<file path="config.mk">
export PLATFORM = sky130hd
export DESIGN_NAME = instr_fetch_seq
export DESIGN_NICKNAME = d
export VERILOG_FILES = /design/src/rtl/cpu_pkg.sv /design/src/rtl/pc_counter.sv /design/src/rtl/instr_fetch_seq.sv
export SDC_FILE = /design/constraint.sdc
export NUM_CORES = 1
export LEC_CHECK = 0
export ABC_CLOCK_PERIOD_IN_PS = 2280
export BUFFER_PORTS_ARGS = -buffer_cell sky130_fd_sc_hd__buf_2
export CELL_PAD_IN_SITES_DETAIL_PLACEMENT = 1
export CELL_PAD_IN_SITES_GLOBAL_PLACEMENT = 1
export CORE_MARGIN = 2
export CORE_UTILIZATION = 35
export DETAILED_ROUTE_END_ITERATION = 16
export PLACE_DENSITY = 0.87
export SYNTH_ARGS = -nofsm -noshare
export SYNTH_HDL_FRONTEND = slang
export SYNTH_SLANG_ARGS = --single-unit
</file>
<file path="constraint.sdc">
create_clock -name clk -period 2.28 [get_ports clk]
set_input_delay 0.228 -clock clk [delete_from_list [all_inputs] [get_ports clk]]
set_output_delay 0.228 -clock clk [all_outputs]
set_load 0.02 [all_outputs]
</file>
<file path="src/rtl/cpu_pkg.sv">
// Shared definitions for the accumulator CPU: opcode map, instruction field
// widths and the fetch/sequence state encoding.
package cpu_pkg;

    // Opcode field width; the operand address width is a module parameter.
    localparam int OP_W = 4;

    localparam logic [OP_W-1:0] OP_CLA  = 4'd0;
    localparam logic [OP_W-1:0] OP_COM  = 4'd1;
    localparam logic [OP_W-1:0] OP_SHR  = 4'd2;
    localparam logic [OP_W-1:0] OP_CSL  = 4'd3;
    localparam logic [OP_W-1:0] OP_STOP = 4'd4;
    localparam logic [OP_W-1:0] OP_ADD  = 4'd5;
    localparam logic [OP_W-1:0] OP_STA  = 4'd6;
    localparam logic [OP_W-1:0] OP_LDA  = 4'd7;
    localparam logic [OP_W-1:0] OP_JMP  = 4'd8;
    localparam logic [OP_W-1:0] OP_BAN  = 4'd9;
    localparam logic [OP_W-1:0] OP_LAST = 4'd9;

    // Sequencer states: one instruction walks FETCH -> LOAD -> EXEC.
    typedef enum logic [2:0] {
        ST_IDLE  = 3'd0,
        ST_FETCH = 3'd1,
        ST_LOAD  = 3'd2,
        ST_EXEC  = 3'd3,
        ST_HALT  = 3'd4
    } seq_state_t;

    // Opcodes above the defined map have no control-unit decode.
    function automatic logic op_is_illegal(input logic [OP_W-1:0] op);
        return op > OP_LAST;
    endfunction

endpackage

</file>
<file path="src/rtl/pc_counter.sv">
// Program counter: synchronous reset, jump load, and wrapping increment.
module pc_counter #(
    parameter int ADDR_W = 8
) (
    input  logic              clk,
    input  logic              rst,
    input  logic              inc,
    input  logic              load,
    input  logic [ADDR_W-1:0] target,
    output logic [ADDR_W-1:0] pc
);

    // PC update: reset beats load, load beats increment; the add wraps naturally.
    // NOTE: sequential state uses non-blocking assignments so every register
    // samples pre-edge values, independent of block ordering.
    always_ff @(posedge clk) begin
        if (rst) begin
            pc <= '0;
        end else if (load) begin
            pc <= target;
        end else if (inc) begin
            pc <= pc + ADDR_W'(1);
        end
    end

endmodule

</file>
<file path="src/rtl/instr_fetch_seq.sv">
// Instruction fetch and sequencing stage: owns PC and IR, walks each
// instruction through FETCH/LOAD/EXEC, and resolves stop/jump/branch.
module instr_fetch_seq
    import cpu_pkg::*;
#(
    parameter int ADDR_W = 8
) (
    input  logic                   clk,
    input  logic                   rst,
    input  logic                   start,
    output logic [ADDR_W-1:0]      imem_addr,
    input  logic [OP_W+ADDR_W-1:0] imem_rdata,
    output logic [OP_W-1:0]        operate,
    output logic [ADDR_W-1:0]      op_addr,
    input  logic                   stop,
    input  logic                   jmp,
    input  logic                   ban,
    input  logic                   acc_neg,
    output logic                   exec_en,
    output logic                   halted,
    output logic                   illegal
);

    seq_state_t        state;
    seq_state_t        next_state;
    logic [OP_W-1:0]   ir_op;
    logic [ADDR_W-1:0] ir_addr;
    logic [ADDR_W-1:0] pc;
    logic              pc_inc;
    logic              pc_load;
    logic              set_illegal;

    pc_counter #(
        .ADDR_W (ADDR_W)
    ) u_pc (
        .clk    (clk),
        .rst    (rst),
        .inc    (pc_inc),
        .load   (pc_load),
        .target (ir_addr),
        .pc     (pc)
    );

    // State register.
    always_ff @(posedge clk) begin
        if (rst) begin
            state <= ST_IDLE;
        end else begin
            state <= next_state;
        end
    end

    // Next-state decode and per-state strobes; EXEC applies the first matching rule.
    // NOTE: every output gets a default before the case so no path leaves a
    // signal unassigned, which would infer a latch.
    always_comb begin
        next_state  = state;
        pc_inc      = 1'b0;
        pc_load     = 1'b0;
        exec_en     = 1'b0;
        set_illegal = 1'b0;
        case (state)
            ST_IDLE: begin
                if (start) begin
                    next_state = ST_FETCH;
                end
            end
            ST_FETCH: begin
                next_state = ST_LOAD;
            end
            ST_LOAD: begin
                pc_inc     = 1'b1;
                next_state = ST_EXEC;
            end
            ST_EXEC: begin
                exec_en = 1'b1;
                // Control-unit outputs are undefined for illegal opcodes, so they are ignored here.
                if (op_is_illegal(ir_op)) begin
                    set_illegal = 1'b1;
                    next_state  = ST_HALT;
                end else if (stop) begin
                    next_state = ST_HALT;
                end else if (jmp || (ban && acc_neg)) begin
                    pc_load    = 1'b1;
                    next_state = ST_FETCH;
                end else begin
                    next_state = ST_FETCH;
                end
            end
            ST_HALT: begin
                next_state = ST_HALT;
            end
            default: begin
                next_state = ST_IDLE;
            end
        endcase
    end

    // Instruction register: captures the memory word in LOAD, holds otherwise.
    always_ff @(posedge clk) begin
        if (rst) begin
            ir_op   <= '0;
            ir_addr <= '0;
        end else if (state == ST_LOAD) begin
            ir_op   <= imem_rdata[OP_W+ADDR_W-1:ADDR_W];
            ir_addr <= imem_rdata[ADDR_W-1:0];
        end
    end

    // Sticky illegal-opcode flag; only reset clears it.
    always_ff @(posedge clk) begin
        if (rst) begin
            illegal <= 1'b0;
        end else if (set_illegal) begin
            illegal <= 1'b1;
        end
    end

    assign imem_addr = pc;
    assign operate   = ir_op;
    assign op_addr   = ir_addr;
    assign halted    = (state == ST_HALT);

endmodule

</file>
==> results.env <==
NFILLCELLS=362
CRITICAL_REGISTER_TO_REGISTER_PATH_STARTPOINT='state[1]'
MAPPEDNETLISTNETS=152
GRT.OVERFLOW.TOTAL=0
POST_SYNTH_FA_HA_MAJ_AREA_FRACTION=0.0119
CTS_INSERTED_BUFFERS=3
CLKTRANSATPATHREGS_NS=0.14
SYNTH-ASYNC-RESET-RATIO=0
DIE-WIDTH_UM=58.9
WORSTSKEWPAIRLATENCY_NS=0.31
TIMING.FMAX_MHz=547
FINALPOWER_W=0.000880
CORE_AREA_UM2=2810
SYNTH_CELLS=132
WORSTSETUPSTARTPOINTTYPE='flip-flop'
UNREPAIRED_SETUP_ENDPOINTS_AFTER_GLOBAL_ROUTING='no'
WORST-R2R-CELL-COUNT=3
INITIAL_CORE_UTIL=0.376
CLOCK_TREE_FROM_TRITONCTS='built'
DIE_HEIGHT_UM=58.9
HOLD_PATH_CLASS='in -> reg'
SYNTH-WARNING-COUNT=0
STATIC_LEAKAGE_POWER_nW=0.589
DRC=1
SYNTH_TOP_CELL_BY_AREA='sky130_fd_sc_hd__dfxtp_1'
MULTIPLEXER_AREA_FRACTION_AFTER_SYNTHESIS=0.00950
ROUTABILITYCONGESTION=0.762
PIN_COUNT_OF_THE_BIGGEST_NET_ENTERING_GLOBAL_ROUTING=25
TIMING.CLOCK.SKEW_NS=0.00611
GRT_ANTENNA_BEFORE_REPAIR=0
CTS_ROOT_BUF='sky130_fd_sc_hd__clkbuf_4'
DRT_ITER0_DRC=19
HOLD_VIOLATIONS=0
CAP_VIOLATIONS=0
FIRSTDRTPASSITERS=10
AREA_GROWTH_SYN_TO_LAYOUT_PCT=23.3
POST_CTS_HOLD_BUFFER_COUNT=0
PLACEMENTROWS=19
IO_PINS=42
SYNTH_MOST_COMMON_CELL='sky130_fd_sc_hd__nand2_1'
FIRST_PASS_GRT_WIRE_LENGTH_UM=4770
DETAIL-ROUTE-ANTENNA-NETS=0
WORST_IR_DROP_VDD_uV=281
ROUTED_WIRELENGTH_UM=2940
POST_SYNTH.CELL_AREA_AVG_UM2=7.98
TIGHTESTPINTRANSITION_NS=0.748
NUM_VIAS=1103
GROUTE.LAYER.MET3.USAGE=0.0220
FINAL_LAYOUT_SIZE_SUFFIX_GT1_FRAC=0.276
VIAS_PER_CELL=5.49
MAX_SLEW_MARGIN=0.501
FAILED_CHECKS='design-rule violations'
SYNTH-SIMPLE-AREA-SHARE=0.281
CP_DATA_REQUIRED_TIME_NS=2.53
GRT_PEAK_USE_LAYER='met2'
SYNTH_EDF_COUNT=0
SETUP.WORST_PATH.CLASS='reg -> reg'
MIN_PATH_CELLS=3
DETAILED_PLACE_HPWL_UM=2090
GRT_USE_TOTAL=0.176
POST_CTS.REPAIR.SETUP_BUFFERS=0
WORSTPATHMAXFANOUT=23
FINAL.PERIOD_UTILIZATION=0.801
POST_SYNTH_INSTANCE_AREA_UM2=1050
POWER.DENSITY_CELL_AREA_nW_PER_UM2=677
CRITICAL_PATH_ARRIVAL_NS=2.08
R2R_SETUP_SLACK_NS=0.45
GRT_USE_MET1=0.217
NUMBER_OF_LEVELS_IN_THE_CLOCK_H_TREE=1
YOSYS.CELL_TYPES.COUNT=32
POST-SYNTH-TOP-AREA-FRACTION=0.456
YS_SEQ_ELEMENTS=24
HOLDPATHEND='op_addr[4]'
FIN_NETS=191
CLOCK_SINKS=24
MAX_STAGE_DELAY_CELL_WORST_PATH='sky130_fd_sc_hd__or3b_1'
PERIOD_NEEDED_NS=1.83
PORT_BUFS=41
DIODES=0
RR_ENDPOINT='u_pc.pc[4]'
MIN-DELAY-START='imem_rdata[4]'
DIE_AREA_UM2=3470
REPORT.FINAL.SETUP_VIOL=0
CRITICAL_PATH.MAX_STAGE_DELAY_NS=0.70
BIGGEST_AREA_CONTRIBUTORS_IN_THE_SYNTHESIZED_NETLIST='sky130_fd_sc_hd__dfxtp_1 (46%), sky130_fd_sc_hd__a21oi_1 (11%), sky130_fd_sc_hd__nand2_1 (10%)'
GRT_USE_MET2=0.316
SYNTH_COMPOUND_AREA_FRAC=0.189
SYNTH.TOP_CELLS.BY_COUNT='sky130_fd_sc_hd__nand2_1 (28), sky130_fd_sc_hd__dfxtp_1 (24), sky130_fd_sc_hd__a21oi_1 (23), sky130_fd_sc_hd__nand3_1 (9), sky130_fd_sc_hd__nor2_1 (8)'
CTS.PATH.MAX_BUFFERS=2
WL_PER_CELL_UM=14.6
GRT_PASS1_VIAS=1066
MAXSLEWVIOLCOUNT=0
SYNTH_SEQUENTIAL_AREA_RATIO=0.456
FINAL.SETUP.TNS_NS=0
CTSRESIZECOUNT=0
LARGEST_FAMILY_OF_LOGIC_CELLS_BY_SYNTHESIZED_AREA='simple AND/OR/NAND/NOR gates'
POSTSYNTH.TOPFLOPCELL='sky130_fd_sc_hd__dfxtp_1'
TIMING.CRITICAL_PATH.TO_TYPE='flip-flop'
STATUS='finished with violations'
CRITICAL_PATH.CELL_CHAIN='or3b_1 > or3_1 > a31oi_1'
SYNTH_XOR_XNOR_AREA_SHARE=0.00831
==> where the power goes <==
part           internal (W)  switching (W)
registers          0.000447      0.0000295
clock network     0.0000975       0.000133
logic             0.0000626       0.000109
total              0.000608       0.000272
==> layer usage <==
metal | routed length [µm] | share of wire | vias up
li1 | - | - | 541
met1 | 1310 | 0.45 | 540
met2 | 1520 | 0.52 | 20
met3 | 91 | 0.031 | 2
met4 | 17 | 0.0058 | 0
met5 | 0 | 0 | -
==> kinds of logic after synthesis <==
logic type	Yosys count
flops	24
compound gates	35
buf+inv	9
simple gates	61
fa+ha+maj	1
xor+xnor	1
mux	1
==> state kept, by name, summed over array words and instances, names as in the netlist <==
signal and flops:
op_addr 8, u_pc.pc 8, illegal 1, state 3
operate 4
==> per-stage QoR <==
step / instance area [µm²] / std cells / util / setup WS, ns / hold slack (ns)
after detailed placement: 1260 / 197 / 0.450 / 0.500 / 0.452
after floorplan: 1050 / 132 / - / 0.839 / 0.297
after global placement: 1260 / 197 / 0.450 / 0.563 / 0.446
after global routing: 1300 / 201 / 0.463 / 0.335 / 0.132
final: 1300 / 201 / 0.463 / 0.453 / 0.130
after CTS: 1300 / 201 / 0.463 / 0.463 / 0.132
==> worst max path at each step <==
stage	from	endpoint	slack, ns	depth (start not counted)
final	state[1]	u_pc.pc[4]	0.45	3
after global placement	state[1]	u_pc.pc[4]	0.56	3
after detailed placement	state[1]	u_pc.pc[4]	0.50	3
after global routing	state[1]	u_pc.pc[4]	0.34	3
after CTS	state[1]	u_pc.pc[4]	0.46	3
after floorplan	state[2]	u_pc.pc[7]	0.84	6
==> area by class of cell <==
cell class	instances	area (µm²)	area share
Clock buffer	4	36.3	0.0279
Sequential cell	24	480	0.370
Timing Repair Buffer	42	213	0.164
Inverter	1	3.75	0.00289
Tap cell	31	38.8	0.0299
Multi-Input combinational cell	99	527	0.406
==> cell usage in the layout (no fill, tap or decap) <==
cell type                    n
sky130_fd_sc_hd__nor3b_2     1
sky130_fd_sc_hd__nand4b_1    1
sky130_fd_sc_hd__a22oi_1     2
sky130_fd_sc_hd__nor3_1      2
sky130_fd_sc_hd__and3_1      3
sky130_fd_sc_hd__nor2_1      8
sky130_fd_sc_hd__nand3_1     9
sky130_fd_sc_hd__clkbuf_4    3
sky130_fd_sc_hd__mux2i_1     1
sky130_fd_sc_hd__a21oi_1    23
sky130_fd_sc_hd__nand3b_1    1
sky130_fd_sc_hd__and2_1      1
sky130_fd_sc_hd__o21ai_0     2
sky130_fd_sc_hd__and4b_1     1
sky130_fd_sc_hd__a21o_1      1
sky130_fd_sc_hd__buf_4       1
sky130_fd_sc_hd__a2bb2oi_1   2
sky130_fd_sc_hd__nand4_1     1
sky130_fd_sc_hd__inv_1       1
sky130_fd_sc_hd__or3b_1      1
sky130_fd_sc_hd__xnor2_1     1
sky130_fd_sc_hd__and3b_1     1
sky130_fd_sc_hd__ha_1        1
sky130_fd_sc_hd__a31oi_1     3
sky130_fd_sc_hd__or3_1       1
sky130_fd_sc_hd__o211ai_1    1
sky130_fd_sc_hd__o21a_1      1
sky130_fd_sc_hd__buf_2      41
sky130_fd_sc_hd__dfxtp_1    24
sky130_fd_sc_hd__nand2b_1    2
sky130_fd_sc_hd__nand2_1    28
sky130_fd_sc_hd__clkbuf_8    1
==> worst max-delay path, delay by kind of cell, from the launching register on <==
| kind | cells | cell delay, ns |
|---|---|---|
| AO/OA/AOI/OAI | 1 | 0.13 |
| flip-flops | 1 | 0.47 |
| AND/OR/NAND/NOR | 2 | 1.17 |
Power figures use the tool's default switching activity.
